### src/rtl/tape_pkg.sv
// Shared definitions for the Vector-06C tape player.
// Contents:
//   tape_state_t  playback FSM states
//   TAPE_SYNC     sync byte sent between the pilot and the data
//   TAPE_PILOT    filler byte used for the pilot and the trailing byte
//   half_level    line level for one half-bit of a byte
package tape_pkg;

    typedef enum logic [2:0] {
        IDLE,
        PILOT,
        SYNC,
        DATA,
        STALL,
        TAIL
    } tape_state_t;

    localparam logic [7:0] TAPE_SYNC  = 8'hE6;
    localparam logic [7:0] TAPE_PILOT = 8'h00;

    // Half-bit h of byte b, MSB first: the even half carries ~bit and the odd half carries bit.
    function automatic logic half_level(input logic [7:0] b, input logic [3:0] h);
        logic bit_v;
        bit_v = b[3'd7 - h[3:1]];
        return h[0] ? bit_v : ~bit_v;
    endfunction

endpackage

### src/rtl/tape_fifo.sv
// Synchronous byte FIFO that buffers host data for the tape player.
// Ports:
//   clk_sys  system clock
//   reset    async active-high reset; empties the FIFO
//   flush    sync clear of pointers and count
//   din      byte to write
//   push     write request; accepted when not full, or when full and popping in the same cycle
//   pop      read request; dout holds the head byte
//   dout     head of the FIFO; equals din while empty, so push+pop on empty passes it through
//   full     2**FIFO_AW bytes stored
//   empty    no bytes stored
module tape_fifo #(
    parameter int unsigned FIFO_AW = 4
) (
    input  logic       clk_sys,
    input  logic       reset,
    input  logic       flush,
    input  logic [7:0] din,
    input  logic       push,
    input  logic       pop,
    output logic [7:0] dout,
    output logic       full,
    output logic       empty
);

    localparam int unsigned DEPTH = 2 ** FIFO_AW;

    logic [7:0]         mem [DEPTH];
    logic [FIFO_AW-1:0] wptr;
    logic [FIFO_AW-1:0] rptr;
    logic [FIFO_AW:0]   count;
    logic               push_ok;
    logic               pop_ok;

    always_comb begin
        empty   = (count == '0);
        full    = (count == (FIFO_AW + 1)'(DEPTH));
        pop_ok  = pop & (~empty | push);
        // A pop frees a slot in the same cycle, so a full FIFO still takes the push.
        push_ok = push & (~full | pop_ok);
        dout    = empty ? din : mem[rptr];
    end

    always_ff @(posedge clk_sys or posedge reset) begin
        if (reset) begin
            wptr  <= '0;
            rptr  <= '0;
            count <= '0;
        end else if (flush) begin
            wptr  <= '0;
            rptr  <= '0;
            count <= '0;
        end else begin
            if (push_ok) begin
                wptr <= wptr + FIFO_AW'(1);
            end
            if (pop_ok) begin
                rptr <= rptr + FIFO_AW'(1);
            end
            if (push_ok && !pop_ok) begin
                count <= count + (FIFO_AW + 1)'(1);
            end else if (pop_ok && !push_ok) begin
                count <= count - (FIFO_AW + 1)'(1);
            end
        end
    end

    always_ff @(posedge clk_sys) begin
        if (push_ok && !flush) begin
            mem[wptr] <= din;
        end
    end

endmodule

### src/rtl/tape_player.sv
// Replays a host-supplied tape dump as a phase-encoded Vector-06C tape signal.
// The host fills a byte FIFO; on a play edge the block is framed as pilot bytes, one sync byte,
// the FIFO data and one trailing byte. Drives PPI1 port C[4] as ipc({~kbd_shift, tapein, 4'b1111}).
// Ports:
//   clk_sys     system clock
//   reset       async active-high reset; clears all state
//   din         byte to enqueue
//   din_wr      one-cycle push strobe, accepted in every state
//   eof         level: the host has pushed the last byte of the block
//   play        rising edge starts playback from IDLE
//   stop        level: abort playback, flush the FIFO, return to IDLE
//   fifo_full   FIFO full
//   fifo_empty  FIFO empty
//   busy        playback in progress
//   underrun    sticky: the FIFO ran dry at a byte boundary without eof
//   tapein      tape line level
module tape_player
    import tape_pkg::*;
#(
    parameter int unsigned FIFO_AW     = 4,
    parameter int unsigned HALF_DIV    = 32000,
    parameter int unsigned PILOT_BYTES = 256
) (
    input  logic       clk_sys,
    input  logic       reset,
    input  logic [7:0] din,
    input  logic       din_wr,
    input  logic       eof,
    input  logic       play,
    input  logic       stop,
    output logic       fifo_full,
    output logic       fifo_empty,
    output logic       busy,
    output logic       underrun,
    output logic       tapein
);

    localparam int unsigned CW = (HALF_DIV > 1) ? $clog2(HALF_DIV) : 1;
    localparam int unsigned PW = $clog2(PILOT_BYTES + 1);

    tape_state_t state_q, state_d;
    logic [CW-1:0] cnt_q, cnt_d;
    logic [3:0]    hidx_q, hidx_d;
    logic [7:0]    sr_q, sr_d;
    logic [PW-1:0] pcnt_q, pcnt_d;
    logic          underrun_q, underrun_d;
    logic          play_q;

    logic       play_rise;
    logic       tick;
    logic       byte_end;
    logic       fifo_pop;
    logic [7:0] fifo_dout;

    tape_fifo #(
        .FIFO_AW (FIFO_AW)
    ) u_fifo (
        .clk_sys (clk_sys),
        .reset   (reset),
        .flush   (stop),
        .din     (din),
        .push    (din_wr),
        .pop     (fifo_pop),
        .dout    (fifo_dout),
        .full    (fifo_full),
        .empty   (fifo_empty)
    );

    assign play_rise = play & ~play_q;
    assign tick      = (cnt_q == CW'(HALF_DIV - 1));
    assign byte_end  = tick && (hidx_q == 4'd15);

    always_comb begin
        state_d    = state_q;
        cnt_d      = cnt_q;
        hidx_d     = hidx_q;
        sr_d       = sr_q;
        pcnt_d     = pcnt_q;
        underrun_d = underrun_q;
        fifo_pop   = 1'b0;

        if (stop) begin
            state_d = IDLE;
            cnt_d   = '0;
            hidx_d  = '0;
        end else begin
            unique case (state_q)
                IDLE: begin
                    if (play_rise) begin
                        state_d    = PILOT;
                        cnt_d      = '0;
                        hidx_d     = '0;
                        sr_d       = TAPE_PILOT;
                        pcnt_d     = PW'(PILOT_BYTES);
                        underrun_d = 1'b0;
                    end
                end
                PILOT, SYNC, DATA, TAIL: begin
                    if (tick) begin
                        cnt_d  = '0;
                        hidx_d = hidx_q + 4'd1;
                    end else begin
                        cnt_d = cnt_q + CW'(1);
                    end
                    // hidx wraps to 0 and cnt to 0 at byte_end, so the next byte starts clean.
                    if (byte_end) begin
                        if (state_q == PILOT) begin
                            if (pcnt_q == PW'(1)) begin
                                state_d = SYNC;
                                sr_d    = TAPE_SYNC;
                            end else begin
                                pcnt_d = pcnt_q - PW'(1);
                                sr_d   = TAPE_PILOT;
                            end
                        end else if (state_q == TAIL) begin
                            state_d = IDLE;
                        end else if (!fifo_empty) begin
                            fifo_pop = 1'b1;
                            sr_d     = fifo_dout;
                            state_d  = DATA;
                        end else if (eof) begin
                            state_d = TAIL;
                            sr_d    = TAPE_PILOT;
                        end else begin
                            state_d    = STALL;
                            underrun_d = 1'b1;
                        end
                    end
                end
                STALL: begin
                    if (!fifo_empty) begin
                        fifo_pop = 1'b1;
                        sr_d     = fifo_dout;
                        state_d  = DATA;
                        cnt_d    = '0;
                        hidx_d   = '0;
                    end
                end
                default: begin
                    state_d = IDLE;
                end
            endcase
        end
    end

    always_ff @(posedge clk_sys or posedge reset) begin
        if (reset) begin
            state_q    <= IDLE;
            cnt_q      <= '0;
            hidx_q     <= '0;
            sr_q       <= '0;
            pcnt_q     <= '0;
            underrun_q <= 1'b0;
            play_q     <= 1'b0;
        end else begin
            state_q    <= state_d;
            cnt_q      <= cnt_d;
            hidx_q     <= hidx_d;
            sr_q       <= sr_d;
            pcnt_q     <= pcnt_d;
            underrun_q <= underrun_d;
            play_q     <= play;
        end
    end

    always_comb begin
        busy     = (state_q != IDLE);
        underrun = underrun_q;
        unique case (state_q)
            IDLE:    tapein = 1'b0;
            // The last half sent was the second half of bit 0, i.e. the bit itself.
            STALL:   tapein = sr_q[0];
            default: tapein = half_level(sr_q, hidx_q);
        endcase
    end

endmodule

### config.mk
export PLATFORM = sky130hd
export DESIGN_NAME = tape_player
export DESIGN_NICKNAME = d
export VERILOG_FILES = /design/src/rtl/tape_pkg.sv /design/src/rtl/tape_fifo.sv /design/src/rtl/tape_player.sv
export SDC_FILE = /design/constraint.sdc
export NUM_CORES = 1
export LEC_CHECK = 0
export ABC_AREA = 0
export CAP_MARGIN = 20
export CORE_MARGIN = 8
export CORE_UTILIZATION = 43
export DETAILED_ROUTE_END_ITERATION = 16
export PLACE_DENSITY = 0.55
export SYNTH_ARGS = -nofsm -noshare
export SYNTH_HDL_FRONTEND = slang
export SYNTH_HIERARCHICAL = 1
export SYNTH_SLANG_ARGS = --single-unit
### constraint.sdc
create_clock -name clk_sys -period 3.6 [get_ports clk_sys]
set_input_delay 0.72 -clock clk_sys [delete_from_list [all_inputs] [get_ports clk_sys]]
set_output_delay 0.72 -clock clk_sys [all_outputs]
set_load 0.01 [all_outputs]
==> impl_metrics.env <==
export IMPL_setup_ws_ns=0.3736
export IMPL_ant_nets=0
export IMPL_setup_viol=0
export IMPL_post_cts_setup_buffers=0
export IMPL_h_tree_depth=4
export IMPL_start_kind="flip-flop"
export IMPL_drive_above_1_share=0.1920
export IMPL_avgSynthCellArea_um2=14.04
export IMPL_clock_skew_ns=0.01432
export IMPL_hold_buffers=0
export IMPL_cts_inserted_buffers=17
export IMPL_seqPwrFrac=0.478
export IMPL_drtIter0Drc=331
export IMPL_portBuffers=18
export IMPL_ys_ff_latch=182
export IMPL_worst_hold_path_type="flip-flop to flip-flop"
export IMPL_total_leakage_power_nw=3.446
export IMPL_timing_final_crit_share=0.8962
export IMPL_status="completed"
export IMPL_dp_hpwl_um=11690
export IMPL_p_sw_frac=0.2876
export IMPL_viasPerCell=5.463
export IMPL_synth_async_reset_ratio=0.2967
export IMPL_p_switching_mw=1.432
export IMPL_intPower_mw=3.549
export IMPL_p_total_mw=4.981
export IMPL_cp_required_ns=2.88
export IMPL_crit_fanout=24
export IMPL_yosysWarnings=6
export IMPL_ys_seq_area_frac=0.6207
export IMPL_remaining_drc_errors=0
export IMPL_drv_cap=0
export IMPL_gp_congestion=0.8248
export IMPL_power_density_mw_per_mm2=521.1
export IMPL_fillers=1672
export IMPL_ir_drop_mv=0.3506
export IMPL_grt_pass1_wl_um=28870
export IMPL_maxSlewViolCount=0
export IMPL_grt_max_degree=27
export IMPL_finalHoldViolations=0
export IMPL_wirelength_um=17550
export IMPL_setup_tns_ns=0
export IMPL_core_area_mm2=0.01927
export IMPL_maxSlewHeadroom=0.3862
export IMPL_synth_edff_count=128
export IMPL_fin_nets=666
export IMPL_clock_latency_ns=0.43
export IMPL_cts_max_path_buffers=2
export IMPL_pre_cts_ws_ns=0.4200
export IMPL_worst_slew_pin_slew_ns=0.9207
export IMPL_finalCriticalPeriod_ns=3.226
export IMPL_cts_tree="built"
export IMPL_clk_pin_slew_ns=0.07
export IMPL_dr_pass1_iters=4
export IMPL_pwr_share_clk=0.365
export IMPL_placementRows=51
export IMPL_clock_sinks=182
export IMPL_grt_usage=0.1558
export IMPL_diodes=0
export IMPL_synth_area_mm2=0.008369
export IMPL_globalRouteOverflowTotal=0
export IMPL_first_global_vias=5131
export IMPL_ioPinCount=19
export IMPL_end_kind="output port"
export IMPL_syn_to_final_growth_pct=14.22
export IMPL_vias=5004
export IMPL_p_comb_frac=0.157
export IMPL_critPathKind="flip-flop to output port"
export IMPL_syn_nets=624
export IMPL_rsz0062_at_grt="false"
export IMPL_max_freq_ghz=0.3099
export IMPL_ctsResizeCount=0
export IMPL_die_w_um=155.5
export IMPL_start_util=0.4343
export IMPL_die_h_um=155.5
export IMPL_critPathArrivalTime_ns=2.51
export IMPL_grt_antenna_before_repair=0
export IMPL_avgRoutedWirePerCell_um=19.16
export IMPL_die_area_mm2=0.02418
export IMPL_synth_ff_type="edfxtp_1"
export IMPL_synth_cells=596
export IMPL_root_buffer="clkbuf_16"
export IMPL_synth_distinct_cells=60
stage by stage:
step                instance area [µm²]  instances  hold WS, ns  utilization
finish                             9559        916       0.5031       0.4960
global route                       9559        916       0.5322       0.4960
CTS                                9559        916       0.4975       0.4960
detailed placement                 8976        884       0.4775       0.4658
global placement                   8976        884       0.4804       0.4658
floorplan                          8369        596       0.4370            -
power by group through the flow:
stage | combinational (mW) | clock [mW] | sequential (mW)
2_1_floorplan | 0.597 | 0 | 2.38
3_3_place_gp | 0.760 | 0 | 2.42
3_5_place_dp | 0.773 | 0 | 2.43
4_1_cts | 0.782 | 1.86 | 2.38
5_1_grt | 0.865 | 1.95 | 2.39
6_report | 0.780 | 1.82 | 2.38
worst max-delay path: stages, from the launching register on:
cell             delay [ns]
dfrtp_1                0.45
or4_4                  0.66
nor2_8                 0.11
buf_4                  0.27
clkdlybuf4s50_1        0.60
synthesized netlist by cell type (all sizes together) (2+ instances only):
cell,instances,area share
nand2b,5,0.0037
ha,13,0.019
nand3,11,0.0066
dfrtp,54,0.16
mux2i,18,0.022
a211oi,9,0.0081
clkbuf,14,0.0064
buf,14,0.012
and3,2,0.0015
nand2,43,0.019
nand4,10,0.0082
or2,5,0.0037
a21o,12,0.011
o22ai,11,0.0082
and2,4,0.0030
o21a,3,0.0036
nor3,12,0.0085
or3b,3,0.0034
inv,17,0.0076
nor2,50,0.025
a31oi,5,0.0037
mux2,8,0.013
xnor2,8,0.0084
nor2b,7,0.0052
o31ai,8,0.0088
mux4,34,0.091
and4,3,0.0031
nor4,6,0.0045
o21ai,34,0.020
or3,7,0.0052
a21oi,18,0.011
or4,4,0.0040
edfxtp,128,0.46
xor2,5,0.0052
routing by layer:
metal	share of wire	wire [µm]	GRT usage
met3	0.035	620	0.03662
met1	0.48	8375	0.2116
met5	0	0	0
met4	0.010	178	0.04159
met2	0.48	8379	0.2468
worst paths after layout:
check / slack [ns] / from / end / cells after the start
setup reg to reg: 0.40 / hidx_q[0] / u_fifo/count[4] / 11
hold reg to reg: 0.50 / cnt_q[14] / cnt_q[14] / 1
setup / recovery: 0.37 / u_fifo/count[0] / fifo_empty / 4
hold / removal: 0.50 / cnt_q[14] / cnt_q[14] / 1
max in group asynchronous: 2.09 / reset / hidx_q[1] / 3
min in group asynchronous: 0.67 / reset / u_fifo/wptr[1] / 2
cell families (layout without fill, tap and decap cells):
logic type                 Yosys count  in the layout  synth area share
DFF                                182            182            0.6207
buffers and inverters               45            100           0.02601
and+or+nand+nor                    174            174            0.1066
muxes                               60             60            0.1260
xor gates and xnor gates            13             13           0.01360
adders and majority gates           14             14           0.02183
AOI/OAI and AO/OA                  108            108           0.08521
state kept, by name, summed over array words and instances, names as in the netlist:
signal	flops
state_q	3
sr_q	8
u_fifo/count	5
hidx_q	4
u_fifo/mem	128
underrun	1
cnt_q	15
play_q	1
u_fifo/rptr	4
pcnt_q	9
u_fifo/wptr	4
final cells by class:
type	count	area, µm²	share of cell area
clock buffers	17	425.4	0.04450
clock inverters	15	157.7	0.01649
inverters	17	63.81	0.006675
multi-input cells	369	2957	0.3093
flip-flops and latches	182	5196	0.5436
well taps	265	331.6	0.03469
repair buffers	51	427.9	0.04476
cells in the final DEF (no fill, tap or decap), types with 18 or more instances in the layout:
cell	synthesis	final
mux2i_1	18	18
clkdlybuf4s50_1	0	18
mux4_2	34	34
dfrtp_1	54	53
edfxtp_1	128	128
nor2_1	48	48
o21ai_0	32	32
nand2_1	43	43
buf_4	7	33
Power figures use the tool's default switching activity.
